[src/rtl/control_unit.sv]
// rtl/control_unit.sv - multi-cycle CPU control FSM: fetch, decode, ALU, load/store, branch, halt.
module control_unit (
    input  logic       clk,
    input  logic       reset,
    input  logic [3:0] ir_1,
    input  logic [2:0] funct,
    input  logic       cc,
    input  logic       mem_ready,
    output logic       ldMDR,
    output logic       Tmdr,
    output logic       ldMAR,
    output logic       ldIR,
    output logic       Tlabel,
    output logic       ALUon,
    output logic       mm,
    output logic       ldALUreg,
    output logic       ldSP,
    output logic       ldPC,
    output logic       Tsp,
    output logic       Tpc,
    output logic       ldReg,
    output logic       Treg,
    output logic       ldFlag,
    output logic       pc_inc,
    output logic       mdr_bus,
    output logic       mem_rd,
    output logic       mem_wr,
    output logic       halted,
    output logic       illegal,
    output logic [2:0] fnSelect,
    output logic [3:0] state
);

    typedef enum logic [3:0] {
        S_FA   = 4'd0,
        S_FM   = 4'd1,
        S_FI   = 4'd2,
        S_DEC  = 4'd3,
        S_EX   = 4'd4,
        S_WB   = 4'd5,
        S_MA   = 4'd6,
        S_MM   = 4'd7,
        S_SD   = 4'd8,
        S_MW   = 4'd9,
        S_BR   = 4'd10,
        S_HALT = 4'd11
    } state_t;

    localparam logic [3:0] OP_ALU0  = 4'b0000;
    localparam logic [3:0] OP_ALU1  = 4'b0001;
    localparam logic [3:0] OP_LOAD  = 4'b0010;
    localparam logic [3:0] OP_STORE = 4'b0011;
    localparam logic [3:0] OP_BRCC  = 4'b0100;
    localparam logic [3:0] OP_JUMP  = 4'b0101;
    localparam logic [3:0] OP_HALT  = 4'b1111;

    state_t state_q;
    state_t state_d;

    always_ff @(posedge clk or negedge reset) begin
        if (!reset) begin
            state_q <= S_FA;
        end else begin
            state_q <= state_d;
        end
    end

    assign state = state_q;

    always_comb begin
        state_d = S_FA;
        case (state_q)
            S_FA:   state_d = S_FM;
            S_FM:   state_d = mem_ready ? S_FI : S_FM;
            S_FI:   state_d = S_DEC;
            S_DEC: begin
                case (ir_1)
                    OP_ALU0, OP_ALU1:  state_d = S_EX;
                    OP_LOAD, OP_STORE: state_d = S_MA;
                    OP_BRCC:           state_d = cc ? S_BR : S_FA;
                    OP_JUMP:           state_d = S_BR;
                    OP_HALT:           state_d = S_HALT;
                    default:           state_d = S_FA;
                endcase
            end
            S_EX:   state_d = S_WB;
            S_WB:   state_d = S_FA;
            S_MA: begin
                if (ir_1 == OP_LOAD) begin
                    state_d = S_MM;
                end else if (ir_1 == OP_STORE) begin
                    state_d = S_SD;
                end else begin
                    state_d = S_FA;
                end
            end
            S_MM:   state_d = mem_ready ? S_WB : S_MM;
            S_SD:   state_d = S_MW;
            S_MW:   state_d = mem_ready ? S_FA : S_MW;
            S_BR:   state_d = S_FA;
            S_HALT: state_d = S_HALT;
            default: state_d = S_FA;
        endcase
    end

    // Outputs follow the state register; only ldMDR in read-wait states looks at mem_ready.
    always_comb begin
        ldMDR    = 1'b0;
        Tmdr     = 1'b0;
        ldMAR    = 1'b0;
        ldIR     = 1'b0;
        Tlabel   = 1'b0;
        ALUon    = 1'b0;
        mm       = 1'b0;
        ldALUreg = 1'b0;
        ldSP     = 1'b0;
        ldPC     = 1'b0;
        Tsp      = 1'b0;
        Tpc      = 1'b0;
        ldReg    = 1'b0;
        Treg     = 1'b0;
        ldFlag   = 1'b0;
        pc_inc   = 1'b0;
        mdr_bus  = 1'b0;
        mem_rd   = 1'b0;
        mem_wr   = 1'b0;
        halted   = 1'b0;
        illegal  = 1'b0;
        fnSelect = 3'b000;
        case (state_q)
            S_FA: begin
                Tpc   = 1'b1;
                ldMAR = 1'b1;
            end
            S_FM, S_MM: begin
                mem_rd = 1'b1;
                ldMDR  = mem_ready;
            end
            S_FI: begin
                Tmdr   = 1'b1;
                ldIR   = 1'b1;
                pc_inc = 1'b1;
            end
            S_DEC: begin
                case (ir_1)
                    OP_ALU0, OP_ALU1, OP_LOAD, OP_STORE,
                    OP_BRCC, OP_JUMP, OP_HALT: illegal = 1'b0;
                    default:                   illegal = 1'b1;
                endcase
            end
            S_EX: begin
                ALUon    = 1'b1;
                fnSelect = funct;
                mm       = ir_1[0];
                ldALUreg = 1'b1;
                ldFlag   = 1'b1;
            end
            S_WB: begin
                ldReg = 1'b1;
                Tmdr  = (ir_1 == OP_LOAD);
            end
            S_MA: begin
                Tlabel = 1'b1;
                ldMAR  = 1'b1;
            end
            S_SD: begin
                Treg    = 1'b1;
                ldMDR   = 1'b1;
                mdr_bus = 1'b1;
            end
            S_MW: begin
                mem_wr = 1'b1;
            end
            S_BR: begin
                Tlabel = 1'b1;
                ldPC   = 1'b1;
            end
            S_HALT: begin
                halted = 1'b1;
            end
            default: begin
                halted = 1'b0;
            end
        endcase
    end

endmodule

[config.mk]
export PLATFORM = sky130hd
export DESIGN_NAME = control_unit
export DESIGN_NICKNAME = d
export VERILOG_FILES = /design/src/rtl/control_unit.sv
export SDC_FILE = /design/constraint.sdc
export NUM_CORES = 1
export LEC_CHECK = 0
export CORE_MARGIN = 5
export CORE_UTILIZATION = 37
export CTS_BUF_LIST = sky130_fd_sc_hd__clkbuf_16
export CTS_CLUSTER_SIZE = 16
export DETAILED_ROUTE_END_ITERATION = 10
export PLACE_DENSITY = 0.81
export SETUP_SLACK_MARGIN = 0.3
export SLEW_MARGIN = 20
export SYNTH_ARGS = -nofsm -noshare
export SYNTH_HDL_FRONTEND = slang
export SYNTH_SLANG_ARGS = --single-unit
export TNS_END_PERCENT = 50
[constraint.sdc]
create_clock -name clk -period 2.9 [get_ports clk]
set_input_delay 0.725 -clock clk [delete_from_list [all_inputs] [get_ports clk]]
set_output_delay 0.725 -clock clk [all_outputs]
set_load 0.03 [all_outputs]
==> qor.csv <==
metric,value,unit
place_congestion,0.8364,
wirelength,1.810,mm
hold_viol,0,
worst-setup-path-type,primary input to output port,
synth_seq_cells,4,
required,2.17,ns
dp_hpwl,1.404,mm
via_count,687,
synth_area_per_cell,6.889,um2
peakVddDrop,730.7,uV
startpoint,ir_1[0],
synth_cell_type_count,33,
nNetsFinal,129,
synth_flop_cell,dfrtp_1,
syn_area,558.0,um2
clkSlewWorstSetupHoldPaths,0.03,ns
grt_overflow_total,0,
diodes,0,
synthCells,81,
period_share,90.40,%
grt_pass1_vias,620,
row_count,14,
grt_use_total,14.41,%
avgViaCountPerCell,5.205,
cts_tree,yes,
clock_latency,0.22,ns
finClkSkew,0.001634,ns
first_pass_iters,4,
place_area,909.6,um2
largest_reg_flops,4,
htree_levels,1,
fp.dieH,48.84,um
port_buffers,36,
cts_root_buffer,clkbuf_16,
drv_slew,0,
core-area,1471,um2
p_leak,0.5724,nW
grt_max_degree,14,
clock_path_buffers,2,
areaGrowthSynthToFinish,79.37,%
p_per_area,1059,nW/um2
synth-edff-count,0,
io_pins,39,
drc,0,
endpoint_kind,output port,
start_util,37.93,%
worstPathMaxFanout,6,
start_kind,primary input,
min_period,2.622,ns
hp-class,primary input to async pin,
seq_area_frac_synth,17.94,%
arrival,1.90,ns
outcome,finished clean,
drive_above_1_share,17.24,%
die_w,48.84,um
yosysWarnings,0,
drt_iter0_markers,22,
timing.setup.tns,0,ns
grt_pass1_wl,2.856,mm
max_freq,381.4,MHz
regToRegStartpoint,state[0]$_DFF_PN0_,
routedWlPerCell,13.71,um
cts_made_buffers,3,
setup_viol,0,
nFillCells,135,
synthArstFlopShare,100.0,%
antenna_found_initial,0,
detail-route-antenna-nets,0,
cap_violations,0,
fin_area,1001,um2
clock_sinks,4,
die_area,2385,um2
grt_setup_unrepaired,yes,
final_util,68.03,%
[cell families after synthesis]
| logic type | after synthesis | share of synthesized area, % |
|---|---|---|
| simple gates | 49 | 48.66 |
| buf+inv | 14 | 16.59 |
| compound gates | 12 | 14.58 |
| flops | 4 | 17.94 |
| xor+xnor | 1 | 1.570 |
| other cells | 1 | 0.6720 |
[cell usage after synthesis, types with 2 or more instances]
cell,number,share of area [%]
nand3_1,2,1.8
buf_4,8,11
buf_2,2,1.8
nand2b_1,5,5.6
nand2_1,2,1.3
nor3_1,9,8.1
dfrtp_1,4,18
a21oi_1,5,4.5
and2_1,4,4.5
nor2_1,16,11
nor4_1,2,2.2
[final timing paths]
check	endpoint	slack (ns)	cells after the start
worst max-delay path	illegal	0.28	5
worst min-delay path	state[1]$_DFF_PN0_	0.71	1
worst max register to register	state[0]$_DFF_PN0_	1.42	5
worst min register to register	state[1]$_DFF_PN0_	0.73	2
max in group asynchronous	state[0]$_DFF_PN0_	2.00	1
min in group clk	state[1]$_DFF_PN0_	0.73	2
[layout make-up]
cell class	count	area [um2]	area share [%]
multi-input combinational	64	380.4	38.00
clock buffer	3	75.07	7.500
sequential	4	102.6	10.25
tap	16	20.02	2.000
timing repair buffer	43	415.4	41.50
inverter	2	7.507	0.7500
[placed cells by master (no fill, tap or decap), types with 2 or more instances in the layout]
cell type,netlist,layout
and2_1,4,4
nand3_1,2,2
clkdlybuf4s50_1,0,16
a21oi_1,5,5
nand2_1,2,2
buf_4,8,9
conb_1,1,2
nor4_1,2,2
dfrtp_1,4,2
nor2_1,16,16
clkbuf_16,0,3
dlygate4sd2_1,0,10
nand2b_1,5,5
dlymetal6s2s_1,0,8
dfrtp_2,0,2
nor3_1,9,8
[power by group]
part | total [mW] | switching (mW) | internal, mW
Sequential | 0.149 | 0.0673 | 0.0821
Clock | 0.212 | 0.0361 | 0.176
Combinational | 0.699 | 0.424 | 0.275
Total | 1.06 | 0.528 | 0.533
[worst max-delay path, cell delays in order]
cell and delay, ns:
clkdlybuf4s50_1 0.41, buf_4 0.16, and4_1 0.20, nor3_1 0.20
buf_4 0.19
[stage by stage]
stage	std cells	setup WS, ns	total power, mW	hold slack (ns)
after global placement	129	0.07301	0.8410	0.7382
after global routing	132	0.1936	1.120	0.7299
after detailed placement	129	0.02967	0.8520	0.7386
after floorplan	82	0.1386	0.6088	0.4294
final	132	0.2784	1.060	0.7114
after CTS	132	0.1913	1.063	0.7140
[what timing repair did]
item                                    in CTS  in global routing
gates cloned                                 0                  0
hold buffers                                 0                  0
setup buffers                                0                  0
gates resized for setup                     11                 10
endpoints found under the setup margin      17                 18
pin swaps                                    3                  0
[metal layers]
metal,track usage [%],wire (um),vias to the layer above
met1,18.06,824,307
met4,2.691,0,0
met3,3.364,117,0
met2,25.00,869,31
li1,-,-,349
met5,0,0,-
Power figures use the tool's default switching activity.
